$ cat config.mk
export PLATFORM = sky130hd
export DESIGN_NAME = ercmn_pipe
export DESIGN_NICKNAME = d
export VERILOG_FILES = /design/src/rtl/ercmn_pipe.sv
export SDC_FILE = /design/constraint.sdc
export NUM_CORES = 1
export LEC_CHECK = 0
export CAP_MARGIN = 20
export CORE_ASPECT_RATIO = 0.6
export CORE_MARGIN = 2
export CORE_UTILIZATION = 27
export CTS_CLUSTER_DIAMETER = 200
export DETAILED_ROUTE_END_ITERATION = 7
export PLACE_DENSITY_LB_ADDON = 0.08
export SETUP_SLACK_MARGIN = 0.5
export SYNTH_ARGS = -nofsm -noshare
export SYNTH_HDL_FRONTEND = slang
export SYNTH_SLANG_ARGS = --single-unit
export TNS_END_PERCENT = 20
$ cat constraint.sdc
create_clock -name clk -period 3.71 [get_ports clk]
set_input_delay 0.371 -clock clk [delete_from_list [all_inputs] [get_ports clk]]
set_output_delay 0.371 -clock clk [all_outputs]
set_load 0.1 [all_outputs]
$ cat src/rtl/ercmn_pipe.sv
// Approximate OR/AND-tree multiplier with masked error recovery, 3-stage valid/ready pipeline.
// Optional collision statistics counter enabled by defining ERCMN_PIPE_STAT_EN.
module ercmn_pipe #(
  parameter int WIDTH = 8,
  parameter int ID_W  = 4
) (
  input  logic                 clk,
  input  logic                 rst_n,
  input  logic                 in_valid,
  output logic                 in_ready,
  input  logic [WIDTH-1:0]     dat_in_a,
  input  logic [WIDTH-1:0]     dat_in_b,
  input  logic [2*WIDTH-1:0]   mask,
  input  logic [ID_W-1:0]      in_id,
  output logic                 out_valid,
  input  logic                 out_ready,
  output logic [2*WIDTH-1:0]   dat_o,
  output logic [ID_W-1:0]      out_id
`ifdef ERCMN_PIPE_STAT_EN
  ,
  input  logic                 stat_clr,
  output logic [15:0]          stat_cnt
`endif
);

  localparam int PW   = 2 * WIDTH;
  localparam int LVLS = $clog2(WIDTH);

  // Carries are never propagated; each level keeps S=X|Y and collects C=X&Y at its own weight.
  function automatic void reduce_rows(
    input  logic [WIDTH-1:0] a,
    input  logic [WIDTH-1:0] b,
    output logic [PW-1:0]    s,
    output logic [PW-1:0]    e
`ifdef ERCMN_PIPE_STAT_EN
    ,
    output logic             coll
`endif
  );
    logic [PW-1:0] rows [WIDTH];
    logic [PW-1:0] c;
    for (int i = 0; i < WIDTH; i++) begin
      if (a[i]) rows[i] = {{WIDTH{1'b0}}, b} << i;
      else      rows[i] = {PW{1'b0}};
    end
    e = {PW{1'b0}};
`ifdef ERCMN_PIPE_STAT_EN
    coll = 1'b0;
`endif
    for (int l = 0; l < LVLS; l++) begin
      for (int j = 0; j < (WIDTH >> (l + 1)); j++) begin
        c = rows[2*j] & rows[2*j+1];
`ifdef ERCMN_PIPE_STAT_EN
        coll = coll | (|(e & c));
`endif
        e       = e | c;
        rows[j] = rows[2*j] | rows[2*j+1];
      end
    end
    s = rows[0];
  endfunction

  logic              v1_r, v2_r;
  logic [WIDTH-1:0]  a1_r, b1_r;
  logic [PW-1:0]     m1_r;
  logic [ID_W-1:0]   id1_r, id2_r;
  logic [PW-1:0]     sf2_r, em2_r;
  logic [PW-1:0]     sf_s, e_s;
  logic              adv_s;
`ifdef ERCMN_PIPE_STAT_EN
  logic              coll_s, coll2_r, coll3_r;
`endif

  assign in_ready = !(out_valid && !out_ready);
  assign adv_s    = in_ready;

  // Stage-2 combinational tree reduction of the registered operands.
  always_comb begin
    sf_s = {PW{1'b0}};
    e_s  = {PW{1'b0}};
`ifdef ERCMN_PIPE_STAT_EN
    coll_s = 1'b0;
    reduce_rows(a1_r, b1_r, sf_s, e_s, coll_s);
`else
    reduce_rows(a1_r, b1_r, sf_s, e_s);
`endif
  end

  // Whole pipeline moves together; a stalled output freezes every stage.
  always_ff @(posedge clk or negedge rst_n) begin
    if (!rst_n) begin
      v1_r      <= 1'b0;
      v2_r      <= 1'b0;
      out_valid <= 1'b0;
      a1_r      <= {WIDTH{1'b0}};
      b1_r      <= {WIDTH{1'b0}};
      m1_r      <= {PW{1'b0}};
      id1_r     <= {ID_W{1'b0}};
      sf2_r     <= {PW{1'b0}};
      em2_r     <= {PW{1'b0}};
      id2_r     <= {ID_W{1'b0}};
      dat_o     <= {PW{1'b0}};
      out_id    <= {ID_W{1'b0}};
`ifdef ERCMN_PIPE_STAT_EN
      coll2_r   <= 1'b0;
      coll3_r   <= 1'b0;
`endif
    end else if (adv_s) begin
      v1_r      <= in_valid;
      v2_r      <= v1_r;
      out_valid <= v2_r;
      if (in_valid) begin
        a1_r  <= dat_in_a;
        b1_r  <= dat_in_b;
        m1_r  <= mask;
        id1_r <= in_id;
      end
      if (v1_r) begin
        sf2_r <= sf_s;
        em2_r <= e_s & m1_r;
        id2_r <= id1_r;
`ifdef ERCMN_PIPE_STAT_EN
        coll2_r <= coll_s;
`endif
      end
      if (v2_r) begin
        dat_o  <= sf2_r + em2_r;
        out_id <= id2_r;
`ifdef ERCMN_PIPE_STAT_EN
        coll3_r <= coll2_r;
`endif
      end
    end
  end

`ifdef ERCMN_PIPE_STAT_EN
  // Saturating count of retired transactions with a multi-carry weight; clear wins.
  always_ff @(posedge clk or negedge rst_n) begin
    if (!rst_n) begin
      stat_cnt <= 16'h0000;
    end else if (stat_clr) begin
      stat_cnt <= 16'h0000;
    end else if (out_valid && out_ready && coll3_r && (stat_cnt != 16'hFFFF)) begin
      stat_cnt <= stat_cnt + 16'h0001;
    end
  end
`endif

endmodule

==> results.py, run 1 <==
metrics = {
    "pwr": {
        "powerDensity_nw_per_um2": 983,
        "switching_share_pct": 47.6,
        "p_int_mw": 2.94,
        "p_leak_nw": 2.43,
        "sequentialPowerShare_pct": 30.7,
        "combPwrFrac_pct": 50.2,
        "peakVddDrop_uv": 485,
        "clockPowerShare_pct": 19.1,
        "p_sw_mw": 2.68,
    },
    "setup_path": {
        "crit_chain": "ha_1 > fa_1 > a21o_1 > a221oi_2 > o211ai_1 > xnor2_1 > o21ai_1",
        "critical_path.endpoint": "dat_o[11]$_DFFE_PN0P_",
        "path_depth": 7,
        "worstPathMaxFanout": 4,
        "cp-end-kind": "register",
        "max_stage_delay_ns": 0.48,
        "r2r_end": "dat_o[11]$_DFFE_PN0P_",
        "reg2reg_slack_ns": 1.33,
        "worst-path-buf-inv": 0,
        "rr_worst_depth": 7,
        "startpoint_type": "register",
        "cpLargestDelayFamily": "compound AO/OA/AOI/OAI gates",
        "crit_required_ns": 3.94,
        "cp-startpoint": "sf2_r[1]$_DFFE_PN0P_",
        "arrival_ns": 2.61,
        "crit_type": "reg2reg",
        "reg2reg_from": "sf2_r[1]$_DFFE_PN0P_",
        "critical-path-slowest-cell": "a221oi_2",
    },
    "layout": {
        "insertedDiodeCount": 0,
        "synthToLayoutAreaGrowth_pct": 24.8,
        "fin_area_um2": 5720,
        "final_common_cell": "nand2_1",
        "stdcell_count": 744,
        "finalNetCount": 565,
        "layout_common_cells": "93 x nand2_1, 88 x dfrtp_1, 56 x clkdlybuf4s50_1",
        "drive_gt1_share_pct": 12.2,
    },
    "synthesis": {
        "async_flop_share_pct": 100,
        "yosys-mux-area-fraction_pct": 8.33,
        "synth_edf_count": 0,
        "synth_xor_area_share_pct": 1.15,
        "ys_warn_count": 0,
        "seq_area_frac_synth_pct": 48.1,
        "netlist.area_leader.share_pct": 48.1,
        "synth_nets": 523,
        "synth.area.top_cells": "dfrtp_1 48%, mux2_2 8.1%, nand2_1 7.6%",
        "ys_seq_elements": 88,
        "yosys.area.top_type": "dfrtp_1",
        "synthFlopType": "dfrtp_1",
        "yosys.area_share.simple_pct": 17.2,
        "synth_top_family_by_area": "simple AND/OR/NAND/NOR gates",
        "syn_avg_cell_area_um2": 9.76,
        "netlist_area_um2": 4580,
        "yosys.area_share.adder_pct": 5.30,
        "syn_inst": 469,
        "synth_cell_types": 52,
        "synth_compound_area_share_pct": 16.3,
    },
    "floorplanning": {
        "die_h_um": 105,
        "fp-row-count": 36,
        "die_x_um": 172,
        "start_util_pct": 27.9,
        "dieArea_um2": 18100,
        "core_um2": 16400,
        "num_io_pins": 62,
    },
    "clock_tree": {
        "hold_buffers": 0,
        "htree_levels": 3,
        "cts.path.max_buffers": 2,
        "numCtsBuffers": 9,
        "cts-root-buf": "clkbuf_16",
        "cts-resized-gates": 0,
        "clock_sinks": 88,
        "cts_tree": "yes",
        "clk_latency_ns": 0.35,
        "cts.reportedPaths.clkPinSlew_ns": 0.07,
        "post_cts_buffers": 0,
    },
    "routing": {
        "dr.pass1.iters": 5,
        "drc_errors": 0,
        "ant_nets": 0,
        "wl_per_cell_um": 16.8,
        "first_iter_violations": 327,
        "vias": 3727,
        "vias_per_cell": 5.01,
        "routed_wl_mm": 12.5,
    },
    "timing": {
        "fin_hold_ws_ns": 0.459,
        "tns_ns": 0,
        "worstMarginPinSlew_ns": 0.983,
        "layout_min_cycle_time_ns": 2.38,
        "finalSetupViolations": 0,
        "period_share_pct": 64.1,
        "rsz0062_at_grt": "false",
        "max_clock_freq_mhz": 420,
        "relSlewSlack_pct": 34.3,
        "final_max_slew_viol_count": 0,
        "fin_worst_skew_ns": 0.00936,
        "worst_slack_ns": 1.33,
        "hold_violations": 0,
    },
    "global_route": {
        "grt_max_degree": 77,
        "grtUsageTotal_pct": 14.2,
        "grt_pass1_wl_mm": 19.8,
        "grt_pass1_vias": 3683,
        "grt_antenna_before_repair": 0,
        "grt_overflow_total": 0,
    },
    "status": {
        "status": "complete, no violations",
    },
    "place": {
        "dp_hpwl_mm": 8.68,
        "routabilityCongestion": 0.806,
        "postPlaceCellArea_um2": 5340,
        "portBuffers": 58,
        "dp_cells": 726,
        "place_ws_ns": 1.16,
    },
    "run": {
        "drv_cap": 0,
    },
    "hold_path": {
        "hp-class": "in2async",
    },
}
-- power groups by stage --
stage,clock (mW),sequential [mW],combinational (mW)
5_1_grt,1.14,1.78,3.09
2_1_floorplan,0,2.30,1.52
6_report,1.07,1.73,2.82
3_5_place_dp,0,1.74,2.83
4_1_cts,1.10,1.72,2.84
3_3_place_gp,0,1.73,2.82
-- cells in the mapped netlist (4+ instances only) --
cell type / instances
o21a_1: 4
o21ai_0: 18
nand3_1: 19
and2_1: 5
dfrtp_1: 88
nor3b_1: 4
inv_1: 4
nand4_1: 16
nor2_1: 16
a31oi_1: 11
nand2_1: 93
mux2_2: 33
a22oi_1: 21
buf_2: 12
o31ai_1: 5
maj3_1: 6
a21oi_1: 19
a21o_1: 8
nor3_1: 7
ha_1: 13
a22o_1: 4
clkbuf_1: 21
-- routing by layer --
metal / share of wire (%) / global-route usage, %
met1: 52 / 21.8
met2: 41 / 19.7
met3: 5.8 / 3.98
met4: 0.85 / 2.70
met5: 0 / 0
-- worst min-delay path by stage --
stage | to | from | cells after the start
after global placement | id2_r[3]$_DFFE_PN0P_ | id1_r[3]$_DFFE_PN0P_ | 2
after global routing | a1_r[5]$_DFFE_PN0P_ | rst_n | 2
after CTS | a1_r[5]$_DFFE_PN0P_ | rst_n | 1
after detailed placement | id2_r[3]$_DFFE_PN0P_ | id1_r[3]$_DFFE_PN0P_ | 2
after floorplan | a1_r[0]$_DFFE_PN0P_ | rst_n | 0
final | a1_r[5]$_DFFE_PN0P_ | rst_n | 2
-- worst register-to-register path, cell delays in order, from the launching register on --
cell and delay (ns):
dfrtp_1 0.39, ha_1 0.23, fa_1 0.43, a21o_1 0.22
a221oi_2 0.48, o211ai_1 0.24, xnor2_1 0.20, o21ai_1 0.08
-- area by class of cell --
| type | count | area, um2 |
|---|---|---|
| well taps | 228 | 285 |
| flip-flops and latches | 88 | 2200 |
| repair buffers | 66 | 658 |
| fillers | 1696 | 10700 |
| clock inverters | 6 | 115 |
| clock buffers | 10 | 229 |
| multi-input cells | 342 | 2210 |
| inverters | 4 | 15.0 |
-- logic make-up after synthesis --
kind of cell	Yosys count
AOI/OAI and AO/OA	110
xor gates and xnor gates	6
adders and majority gates	20
buffers and inverters	39
DFF	88
muxes	34
and+or+nand+nor	172
-- state kept, by name, summed over array words and instances (netlist names) --
name and cells:
a1_r 8, b1_r 8, dat_o 16, em2_r 13
id1_r 4, id2_r 4, m1_r 13, out_id 4
out_valid 1, sf2_r 15, v1_r 1, v2_r 1
-- through the flow --
stage / util, % / total power [mW]
after detailed placement: 32.5 / 4.57
after global placement: 32.5 / 4.55
after CTS: 34.6 / 5.67
after floorplan: - / 3.82
after global routing: 34.9 / 6.01
final: 34.9 / 5.62
No activity file was read; power rests on OpenSTA's default activity.
==> inputs of run 2 (changes only) <==
clock period = 2.26 ns   (was 3.71 ns; I/O delays follow)
==> results.py, run 2 (same netlist as run 1, synthesis figures left out) <==
metrics = {
    "status": {
        "status": "complete, no violations",
    },
    "layout": {
        "top_regs": "dat_o: 16 flops, sf2_r: 15 flops",
        "nFillCells": 1663,
        "drive_gt1_share_pct": 20.5,
        "finalNetCount": 582,
        "fin_area_um2": 5810,
        "max_flop_register": "dat_o",
        "stdcell_count": 760,
        "synthToLayoutAreaGrowth_pct": 26.9,
        "insertedDiodeCount": 0,
        "layout_common_cells": "92 x nand2_1, 87 x dfrtp_1, 44 x buf_4",
        "largest_register_ffs": 16,
        "final_common_cell": "nand2_1",
    },
    "floorplanning": {
        "start_util_pct": 27.9,
        "die_x_um": 172,
        "core_um2": 16400,
        "dieArea_um2": 18100,
        "die_h_um": 105,
        "num_io_pins": 62,
        "fp-row-count": 36,
    },
    "routing": {
        "ant_nets": 0,
        "wl_per_cell_um": 17.0,
        "routed_wl_mm": 12.9,
        "dr.pass1.iters": 5,
        "drc_errors": 0,
        "vias_per_cell": 5.07,
        "first_iter_violations": 243,
        "vias": 3851,
    },
    "clock_tree": {
        "clock_sinks": 88,
        "clk_latency_ns": 0.34,
        "cts_tree": "yes",
        "cts-root-buf": "clkbuf_16",
        "htree_levels": 3,
        "cts.path.max_buffers": 2,
        "numCtsBuffers": 9,
        "cts.reportedPaths.clkPinSlew_ns": 0.07,
    },
    "pwr": {
        "p_leak_nw": 2.52,
        "peakVddDrop_uv": 824,
        "total_power_mw": 9.30,
        "powerDensity_nw_per_um2": 1600,
    },
    "global_route": {
        "grt_antenna_before_repair": 0,
        "grt_overflow_total": 0,
        "grt_pass1_wl_mm": 21.1,
        "grt_max_degree": 41,
        "grtUsageTotal_pct": 15.1,
        "grt_pass1_vias": 3956,
    },
    "place": {
        "postPlaceCellArea_um2": 5440,
        "dp_hpwl_mm": 9.36,
        "dp_cells": 741,
        "portBuffers": 58,
        "routabilityCongestion": 0.806,
    },
    "hold_path": {
        "hp-class": "in2async",
    },
    "setup_path": {
        "arrival_ns": 2.33,
        "worstPathMaxFanout": 4,
        "crit_type": "reg2reg",
        "cp-end-kind": "register",
        "crit_required_ns": 2.52,
        "rr_worst_depth": 8,
        "startpoint_type": "register",
    },
    "timing": {
        "max_clock_freq_mhz": 483,
        "rsz0062_at_grt": "true",
        "tns_ns": 0,
        "finalSetupViolations": 0,
        "relSlewSlack_pct": 60.0,
        "worstMarginPinSlew_ns": 0.600,
        "period_share_pct": 91.6,
        "layout_min_cycle_time_ns": 2.07,
        "fin_worst_skew_ns": 0.00841,
        "final_max_slew_viol_count": 0,
        "hold_violations": 0,
    },
    "run": {
        "drv_cap": 0,
    },
}
run 2: repair_timing:
| action | 4_1_cts | 5_1_grt |
|---|---|---|
| buffers inserted | 2 | 1 |
| endpoints found under the hold margin | 37 | 0 |
| hold buffers | 1 | 0 |
| pin swaps | 2 | 2 |
| gates resized for setup | 0 | 4 |
| endpoints found under the setup margin | 12 | 26 |
run 2: cell type report:
class	instances	area (um2)	area share, %
clock inverters	6	92.6	1.59
repair buffers	83	751	12.9
flip-flops and latches	88	2210	38.0
well taps	228	285	4.91
multi-input cells	342	2240	38.5
inverters	4	15.0	0.258
clock buffers	9	225	3.88
run 2: per-stage QoR:
step           utilization, %  hold WS [ns]  setup WS (ns)
2_1_floorplan               -       -0.0696          0.331
3_3_place_gp             33.2         0.253          0.200
3_5_place_dp             33.2         0.269          0.172
4_1_cts                  35.3         0.447          0.164
5_1_grt                  35.4         0.462         0.0703
6_report                 35.4         0.411          0.190
run 2: per-layer routing:
metal  up-vias  GRT usage (%)  routed length (um)  share of wire (%)
li1       1803              -                   -                  -
met1      1908           22.6                6590                 51
met2       125           21.5                5390                 42
met3        15           3.52                 791                6.1
met4         0           4.26                 121               0.94
met5         -              0                   0                  0
run 2: power breakdown:
| group | internal, mW | total (mW) | switching [mW] |
|---|---|---|---|
| logic | 1.69 | 4.91 | 3.22 |
| registers | 2.17 | 2.75 | 0.577 |
| clock network | 0.972 | 1.64 | 0.672 |
run 2: worst max-delay path, cell delays in order, from the launching register on:
cell and delay [ns]:
dfrtp_1 0.39, ha_2 0.21, fa_2 0.35, a21o_1 0.19
a221oi_2 0.24, buf_4 0.18, nor3_1 0.06, o21a_1 0.19
o31ai_2 0.17
run 2: path summary, 6_finish.rpt:
check / startpoint / endpoint / slack [ns]
worst max-delay path: sf2_r[1]$_DFFE_PN0P_ / dat_o[13]$_DFFE_PN0P_ / 0.19
worst min-delay path: rst_n / out_id[1]$_DFFE_PN0P_ / 0.41
worst max register to register: sf2_r[1]$_DFFE_PN0P_ / dat_o[13]$_DFFE_PN0P_ / 0.19
worst min register to register: out_id[2]$_DFFE_PN0P_ / out_id[2]$_DFFE_PN0P_ / 0.47
max in group asynchronous: rst_n / b1_r[5]$_DFFE_PN0P_ / 1.04
min in group clk: out_id[2]$_DFFE_PN0P_ / out_id[2]$_DFFE_PN0P_ / 0.47
==> inputs of run 3 (changes only) <==
ABC_AREA = 0   (was default)
CORE_UTILIZATION = 50   (was 27)
==> results.py, run 3 (same netlist as run 1, synthesis figures left out) <==
metrics = {
    "clock_tree": {
        "cts_tree": "yes",
        "clock_sinks": 88,
        "htree_levels": 3,
        "cts.path.max_buffers": 2,
        "clk_latency_ns": 0.35,
        "cts-root-buf": "clkbuf_16",
        "numCtsBuffers": 9,
        "cts.reportedPaths.clkPinSlew_ns": 0.06,
    },
    "timing": {
        "hold_violations": 0,
        "max_clock_freq_mhz": 488,
        "period_share_pct": 90.7,
        "fin_hold_ws_ns": 0.285,
        "finalSetupViolations": 0,
        "relSlewSlack_pct": 63.4,
        "fin_worst_skew_ns": 0.0110,
        "worstMarginPinSlew_ns": 0.549,
        "rsz0062_at_grt": "true",
        "layout_min_cycle_time_ns": 2.05,
        "final_max_slew_viol_count": 0,
        "tns_ns": 0,
    },
    "routing": {
        "wl_per_cell_um": 16.7,
        "routed_wl_mm": 10.6,
        "ant_nets": 0,
        "vias": 3814,
        "dr.pass1.iters": 6,
        "vias_per_cell": 5.98,
        "drc_errors": 0,
        "first_iter_violations": 261,
    },
    "setup_path": {
        "crit_required_ns": 2.51,
        "arrival_ns": 2.30,
        "crit_chain": "ha_2 > fa_2 > a21o_1 > a221oi_4 > nor3_1 > o21a_1 > o31ai_2",
        "worstPathMaxFanout": 4,
        "reg2reg_from": "sf2_r[1]$_DFFE_PN0P_",
        "reg2reg_slack_ns": 0.21,
        "rr_worst_depth": 7,
        "startpoint_type": "register",
        "r2r_end": "dat_o[13]$_DFFE_PN0P_",
        "max_stage_delay_ns": 0.38,
        "critical-path-slowest-cell": "dfrtp_1",
        "cpLargestDelayFamily": "compound AO/OA/AOI/OAI gates",
        "worst-path-buf-inv": 0,
        "cp-end-kind": "register",
        "crit_type": "reg2reg",
    },
    "layout": {
        "register_area_um2": 2210,
        "drive_gt1_share_pct": 19.2,
        "multiInputGateArea_um2": 2260,
        "finalNetCount": 576,
        "largest_register_ffs": 16,
        "top_regs": "dat_o: 16 flops, sf2_r: 15 flops",
        "final_common_cell": "nand2_1",
        "insertedDiodeCount": 0,
        "synthToLayoutAreaGrowth_pct": 22.5,
        "layout_common_cells": "92 x nand2_1, 87 x dfrtp_1, 37 x buf_4",
        "max_flop_register": "dat_o",
        "nFillCells": 736,
    },
    "status": {
        "status": "complete, no violations",
    },
    "global_route": {
        "grt_antenna_before_repair": 0,
        "grt_pass1_vias": 3612,
        "grt_overflow_total": 0,
        "grtUsageTotal_pct": 22.5,
        "grt_pass1_wl_mm": 17.9,
        "grt_max_degree": 53,
    },
    "place": {
        "portBuffers": 58,
        "routabilityCongestion": 0.879,
        "dp_hpwl_mm": 7.45,
    },
    "floorplanning": {
        "die_x_um": 128,
        "dieArea_um2": 9970,
        "fp-row-count": 26,
        "core_um2": 8690,
        "die_h_um": 78.1,
        "start_util_pct": 52.7,
        "num_io_pins": 62,
    },
    "pwr": {
        "powerDensity_nw_per_um2": 1590,
        "peakVddDrop_uv": 827,
        "p_leak_nw": 2.47,
    },
    "hold_path": {
        "hp-class": "in2async",
    },
    "run": {
        "drv_cap": 0,
    },
}
## run 3: cell type report
class                      count  area share (%)
clock inverter                 6           0.803
timing repair buffer          77            12.8
tap                          112            2.50
sequential                    88            39.3
inverter                       4           0.268
multi-input combinational    342            40.3
clock buffer                   9            4.02
## run 3: worst max path at each step
stage	slack, ns	to	start	cells past startpoint
3_3_place_gp	0.13	dat_o[11]$_DFFE_PN0P_	sf2_r[1]$_DFFE_PN0P_	7
2_1_floorplan	0.33	dat_o[13]$_DFFE_PN0P_	sf2_r[1]$_DFFE_PN0P_	7
4_1_cts	0.21	dat_o[12]$_DFFE_PN0P_	sf2_r[5]$_DFFE_PN0P_	7
6_report	0.21	dat_o[13]$_DFFE_PN0P_	sf2_r[1]$_DFFE_PN0P_	7
5_1_grt	0.10	dat_o[15]$_DFFE_PN0P_	sf2_r[1]$_DFFE_PN0P_	7
3_5_place_dp	0.07	dat_o[11]$_DFFE_PN0P_	sf2_r[1]$_DFFE_PN0P_	7
## run 3: through the flow
step,setup slack [ns],utilization (%),std cells,cell area (um2),power [mW]
floorplan,0.331,-,469,4610,6.29
global placement,0.126,60.5,618,5260,7.30
detailed placement,0.0740,60.5,618,5260,7.39
CTS,0.208,64.2,637,5570,8.87
global route,0.105,64.6,638,5610,9.53
finish,0.211,64.6,638,5610,8.94
## run 3: per-layer routing
layer	track usage [%]	vias to the layer above	share of wire, %
met3	4.70	16	5.8
met2	34.6	123	45
li1	-	1803	-
met5	0	-	0
met4	7.03	0	1.3
met1	32.2	1872	48
## run 3: power by group
group	internal, mW	switching (mW)	leakage [nW]
logic	1.70	3.11	1.29
clock network	0.742	0.632	0.124
registers	2.17	0.584	1.05
## run 3: timing repair
action	in CTS	in global routing
pin swaps	3	5
resized for setup	1	5
endpoints found under the setup margin	11	20
buffers inserted	3	1
hold buffers	1	0
hold endpoints to repair	14	0
